[src/rtl/midori_round_ctrl.sv]
// Midori round controller: sequences plaintext/key load, the per-round
// threshold-implementation pipeline stages, and the output handshake.
module midori_round_ctrl #(
    parameter int unsigned ROUNDS = 16,
    parameter int unsigned STAGES = 4
) (
    input  logic       clk,
    input  logic       rst_n,
    input  logic       start,
    input  logic       clear,
    input  logic       out_ready,
    output logic       busy,
    output logic       load_en,
    output logic       round_en,
    output logic [1:0] stage_idx,
    output logic [4:0] round_idx,
    output logic       last_round,
    output logic       out_valid
);

    typedef enum logic [1:0] {
        IDLE  = 2'd0,
        LOAD  = 2'd1,
        ROUND = 2'd2,
        OUT   = 2'd3
    } state_e;

    localparam logic [1:0] LAST_STAGE = 2'(STAGES - 1);
    localparam logic [4:0] LAST_RND   = 5'(ROUNDS - 1);

    state_e     state_q, state_d;
    logic [1:0] stage_q, stage_d;
    logic [4:0] round_q, round_d;

    // State and counter registers, cleared asynchronously.
    always_ff @(posedge clk or negedge rst_n) begin
        if (!rst_n) begin
            state_q <= IDLE;
            stage_q <= '0;
            round_q <= '0;
        end else begin
            state_q <= state_d;
            stage_q <= stage_d;
            round_q <= round_d;
        end
    end

    // Next-state and counter update; clear overrides everything else.
    always_comb begin
        state_d = state_q;
        stage_d = stage_q;
        round_d = round_q;
        if (clear) begin
            state_d = IDLE;
            stage_d = '0;
            round_d = '0;
        end else begin
            unique case (state_q)
                IDLE: begin
                    stage_d = '0;
                    round_d = '0;
                    if (start) begin
                        state_d = LOAD;
                    end
                end
                LOAD: begin
                    state_d = ROUND;
                    stage_d = '0;
                    round_d = '0;
                end
                ROUND: begin
                    if (stage_q == LAST_STAGE) begin
                        stage_d = '0;
                        if (round_q == LAST_RND) begin
                            state_d = OUT;
                        end else begin
                            round_d = round_q + 5'd1;
                        end
                    end else begin
                        stage_d = stage_q + 2'd1;
                    end
                end
                OUT: begin
                    if (out_ready) begin
                        state_d = IDLE;
                        stage_d = '0;
                        round_d = '0;
                    end
                end
                default: begin
                    state_d = IDLE;
                    stage_d = '0;
                    round_d = '0;
                end
            endcase
        end
    end

    // Outputs decoded purely from registered state and counters.
    always_comb begin
        busy       = (state_q != IDLE);
        load_en    = (state_q == LOAD);
        round_en   = (state_q == ROUND) && (stage_q == LAST_STAGE);
        last_round = (state_q == ROUND) && (round_q == LAST_RND);
        out_valid  = (state_q == OUT);
        stage_idx  = stage_q;
        round_idx  = round_q;
    end

endmodule

[config.mk]
export PLATFORM = sky130hd
export DESIGN_NAME = midori_round_ctrl
export DESIGN_NICKNAME = d
export VERILOG_FILES = /design/src/rtl/midori_round_ctrl.sv
export SDC_FILE = /design/constraint.sdc
export NUM_CORES = 1
export LEC_CHECK = 0
export ABC_AREA = 0
export BUFFER_PORTS_ARGS = -buffer_cell sky130_fd_sc_hd__buf_2
export CAP_MARGIN = 40
export CORE_MARGIN = 5
export CORE_UTILIZATION = 44
export DETAILED_ROUTE_END_ITERATION = 8
export GPL_TIMING_DRIVEN = 0
export PLACE_DENSITY = 0.72
export SYNTH_ARGS = -nofsm -noshare
export SYNTH_HDL_FRONTEND = slang
export SYNTH_SLANG_ARGS = --single-unit
export TNS_END_PERCENT = 100
[constraint.sdc]
create_clock -name clk -period 2.15 [get_ports clk]
set_clock_uncertainty 0.1 [all_clocks]
set_input_delay 0.1075 -clock clk [delete_from_list [all_inputs] [get_ports clk]]
set_output_delay 0.1075 -clock clk [all_outputs]
set_load 0.02 [all_outputs]
* Yosys cells after proc, flatten, opt, wreduce, memory -nomap -nowiden
Index checks and enable logic that the tools add are counted.
** Operators by class
- Reductions and logical operators :: 7
- Muxes and demuxes :: 14
- Equality and inequality tests :: 10
- Add/subtract/negate cells :: 2
** Operators by type and width (number)
- 5-bit two-way mux :: 4
- 5-bit case mux with 3 select lines :: 1
- 2-bit two-way mux :: 7
- 3-bit inequality test (second input constant) :: 3
- 2-bit case mux with 4 select lines :: 1
- 2-bit equality test (second input constant) :: 3
- 3-bit by 2-bit inequality test with 1-bit output (second input constant) :: 2
- 2-bit case mux with 3 select lines :: 1
- 5-bit by 1-bit adder with 5-bit output (second input constant) :: 1
- 5-bit by 4-bit equality test with 1-bit output (second input constant) :: 1
- 4-bit AND reduction :: 1
- 3-bit AND reduction :: 1
- 2-bit by 1-bit adder with 2-bit output (second input constant) :: 1
- 2-bit by 1-bit equality test with 1-bit output (second input constant) :: 1
- 1-bit logical AND :: 2
- 2-bit logical NOT :: 1
- 2-bit nonzero test :: 1
- 2-bit OR reduction :: 1
** Word-level totals
- Output and inout port bits :: 12
- Logic and storage cells :: 36
- Bits of input ports :: 5
- Register bits :: 9

* Longest topological paths before layout
- Depth in word-level cells :: 5
- Gate-level depth with buffers :: 7
- Mapped depth without buffers :: 7

* Worst setup path before layout
Ideal clock, no wire load.
- Path type :: register to register
- Start :: register round_q[0] (netlist: round_idx[0])
- End :: register round_q[3] (netlist: round_idx[3])
- Buffers on the path :: 0
- Stages on the path, launching flop included :: 8
- Data required time :: 1968 ps
- Clock period less this slack :: 2206 ps
- Arrival time :: 2024 ps
- Slack :: -56 ps
- Setup time :: 82 ps
- Cells stage by stage :: dfrtp_1 -> ha_1 -> and3_1 -> ha_1 -> and2b_2 -> nand4_1 -> or4b_1 -> a31oi_1
** On the way
- Cells in the longest elaborated chain, start to end :: 5
- Elaborated cells between the ends (all ways) :: 8
- Classes of those cells :: add/sub (1); eq/ne (2); mux (4); reduce/logical (1)
** Ends and longest elaborated chain
- start: declaration :: RTL line 33 : logic [4:0] round_q, round_d;
- start signal: assignment :: RTL line 44 : round_q <= round_d;
- 5-bit by 1-bit adder with 5-bit output :: RTL line 77 : round_d = round_q + 5'd1;
- 5-bit two-way mux :: RTL line 74 : if (round_q == LAST_RND) begin
- 5-bit two-way mux :: RTL line 72 : if (stage_q == LAST_STAGE) begin
- 5-bit case mux with 3 select lines :: RTL line 58 : unique case (state_q)
- 5-bit two-way mux :: RTL line 53 : if (clear) begin
Several ways; a longest one is shown, not always the timed one. The select of a mux whose other input is x is not followed.
A chain may end at the register's enable or synchronous reset.

* Final worst setup path
Same ends and word-level chain as after synthesis.

==> flow_metrics.env <==
export IMPL_status="finished clean"
export IMPL_path_max_fanout=4
export IMPL_fmax_mhz=491
export IMPL_highest_layer="met4"
export IMPL_ys_warnings_count=0
export IMPL_antenna_left=0
export IMPL_period_share_pct=94.8
export IMPL_worstPathCellList="ha_2 > and3_4 > ha_4 > and2b_2 > nand4_1 > or4b_1 > a31oi_1"
export IMPL_place_gp_congestion=0.730
export IMPL_crit_type="flip-flop to flip-flop"
export IMPL_design_core_area_um2=1300
export IMPL_power_frac_seq_pct=35.9
export IMPL_wl_met1_um=641
export IMPL_dr_wl_met3_um=88
export IMPL_startpoint="round_idx[0]"
export IMPL_die_w_um=46.9
export IMPL_cp_data_required_time_ps=2250
export IMPL_wl_um=1410
export IMPL_dp_hpwl_um=1010
export IMPL_met2WireLength_um=663
export IMPL_relSlewSlack_pct=70.4
export IMPL_cts_sinks=9
export IMPL_first_pass_iters=4
export IMPL_synth_top_area_share_pct=37.5
export IMPL_post_route_util_pct=59.6
export IMPL_p_per_area_nw_per_um2=757
export IMPL_die_h_um=46.9
export IMPL_p_leak_uw=0.000392
export IMPL_cts_clk_slew_worst_paths_ps=80
export IMPL_routedWlPerCell_um=13.4
export IMPL_clockPowerShare_pct=24.4
export IMPL_dieArea_um2=2200
export IMPL_endpoint_kind="flip-flop"
export IMPL_initial_core_util_pct=46.2
export IMPL_via_per_inst=5.22
export IMPL_vias=548
export IMPL_grt_remaining_overflow=0
export IMPL_maxCapViolations=0
export IMPL_r2r_start="round_idx[0]"
export IMPL_ys_top_cells_by_area="dfrtp_1 38%, ha_1 15%, nand2_1 3.8%, a21oi_1 3.3%, mux2i_1 3.3%"
export IMPL_numPortBuffers=15
export IMPL_yosysTopAreaCell="dfrtp_1"
export IMPL_antenna_found_initial=0
export IMPL_dp_cells=97
export IMPL_cp_top_family="simple AND/OR/NAND/NOR gates"
export IMPL_row_count=13
export IMPL_power_frac_comb_pct=39.7
export IMPL_hp_class="primary input to async pin"
export IMPL_async_reset_ff_share_pct=100
export IMPL_period_needed_ps=2040
export IMPL_grt_max_degree=11
export IMPL_drive_gt1_share_pct=31.1
export IMPL_ir_worst_vdd_v=0.000445
export IMPL_switching_share_pct=39.3
export IMPL_cp_slowest_stage_delay_ps=470
export IMPL_cts_htree_levels=1
export IMPL_maxSlewViolCount=0
export IMPL_root_buffer="clkbuf_4"
export IMPL_final_hold_viol_count=0
export IMPL_grt_pass1_wl_um=2280
export IMPL_slowest_stage="or4b_1"
export IMPL_cts_buffers=3
export IMPL_synth_cell_type_count=27
export IMPL_ys_seq_area_share_pct=37.5
export IMPL_syn_area_per_cell_um2=8.96
export IMPL_grt_pass1_vias=518
export IMPL_placed_area_um2=699
export IMPL_io_pins=17
export IMPL_startpoint_type="flip-flop"
export IMPL_finalSetupViolations=0
export IMPL_areaGrowthSynthToFinish_pct=29.2
export IMPL_tritoncts="yes"
export IMPL_final_nets=103
export IMPL_fillers=125
export IMPL_clock_path_buffers=2
export IMPL_grt_use_total_pct=14.5
export IMPL_p_int_uw=356
export IMPL_stdcell_count=105
export IMPL_clock_latency_ps=270
export IMPL_switching_power_uw=231
export IMPL_grt_setup_unrepaired="false"
export IMPL_diodes=0
export IMPL_synth_cells=67
export IMPL_arrival_ps=2130
export IMPL_netlist_area_um2=601
export IMPL_dominantRegCellSynth="dfrtp_1"
export IMPL_initialDrtViolationCount=9
export IMPL_synth_edf_count=0
export IMPL_tightest_slew_ps=445
export IMPL_final_cell_area_um2=776
export IMPL_worst_path_buf_inv=0
export IMPL_drc=0
export IMPL_r2r_slack_ps=110
export IMPL_syn_nets=79
export IMPL_ys_seq_elements=9
-- state kept, by name (all words and copies together), names as in the netlist --
| register | flops |
|---|---|
| round_idx | 5 |
| stage_idx | 2 |
| state_q | 2 |
-- power by group through the flow --
stage                     Clock [uW]  Combinational (uW)  Sequential, uW
after detailed placement           0                 235             215
final                            143                 233             211
after global routing             148                 270             214
after global placement             0                 232             213
after CTS                        140                 237             211
after floorplan                    0                 179             213
-- per-stage QoR --
step	hold WS (ps)	setup TNS [ps]	setup WS, ps	power (uW)
finish	107	0	113	587
global route	137	0	27.3	631
CTS	125	0	18.4	588
detailed placement	-127	-45.1	-45.1	449
global placement	-132	-19.3	-19.3	445
floorplan	-288	0	7.53	392
-- repair_timing --
action                                  in CTS  in global routing
hold endpoints to repair                     9                  0
pin swaps                                    0                  2
buffers inserted                             2                  1
resized for setup                            1                  2
hold buffers                                 1                  0
endpoints found under the setup margin       1                  1
-- final timing paths --
| path | cells after the start | end |
|---|---|---|
| worst max-delay path | 7 | round_idx[3] |
| worst min-delay path | 2 | round_idx[2] |
| worst max register to register | 7 | round_idx[3] |
| worst min register to register | 2 | round_idx[4] |
| max in group asynchronous | 2 | round_idx[1] |
| min in group clk | 2 | state_q[1] |
-- cell type report --
type / count / area (um2) / share of cell area [%]
Timing Repair Buffer: 19 / 108 / 13.9
Clock buffer: 4 / 26.3 / 3.39
Multi-Input combinational cell: 50 / 365 / 47.1
Tap cell: 15 / 18.8 / 2.42
Buffer: 3 / 11.3 / 1.45
Sequential cell: 9 / 228 / 29.4
Inverter: 5 / 18.8 / 2.42
-- synth_stat cells, types with 2 or more instances --
cell type	number
clkbuf_1	2
dfrtp_1	9
nand2b_1	2
o21ai_0	2
nand4_1	2
nand3_1	3
and2_1	2
nand2_1	6
nor2_1	5
a21oi_1	4
nor4b_1	2
inv_1	5
mux2i_1	2
ha_1	7
a31oi_1	2
-- layer usage --
| metal | track usage (%) | up-vias |
|---|---|---|
| li1 | - | 277 |
| met1 | 17.6 | 255 |
| met2 | 25.2 | 14 |
| met3 | 3.07 | 2 |
| met4 | 4.97 | 0 |
| met5 | 0 | - |
-- cell usage in the layout (no fill, tap or decap) --
cell,netlist,routed
clkbuf_1,2,3
o21ai_0,2,2
nand4_1,2,2
nor3_1,1,1
and2_2,1,1
dfrtp_2,0,2
a221oi_1,1,1
nand3_1,3,3
dfrtp_1,9,7
nand3b_1,1,1
inv_1,5,5
or2b_1,1,1
buf_1,1,1
or4b_1,1,1
nor2_1,5,5
ha_2,0,1
and2_1,2,2
ha_4,0,1
buf_4,0,3
nor4b_1,2,2
dlygate4sd3_1,0,1
nand2b_1,2,2
xnor2_1,1,1
a31oi_1,2,2
nand2_1,6,6
and3_4,0,1
ha_1,7,5
and2b_2,1,1
a21oi_1,4,4
buf_2,0,15
a21o_1,1,1
clkbuf_4,0,3
nor2b_1,1,1
mux2i_1,2,2
-- logic make-up (layout without fill, tap and decap cells) --
group,Yosys count,after routing,share of synthesized area [%]
compound gates,10,10,9.79
buf+inv,8,31,5.00
fa+ha+maj,7,7,14.6
mux,2,2,3.33
xor+xnor,1,1,1.46
simple gates,30,30,28.3
flops,9,9,37.5
Power figures use the tool's default switching activity.
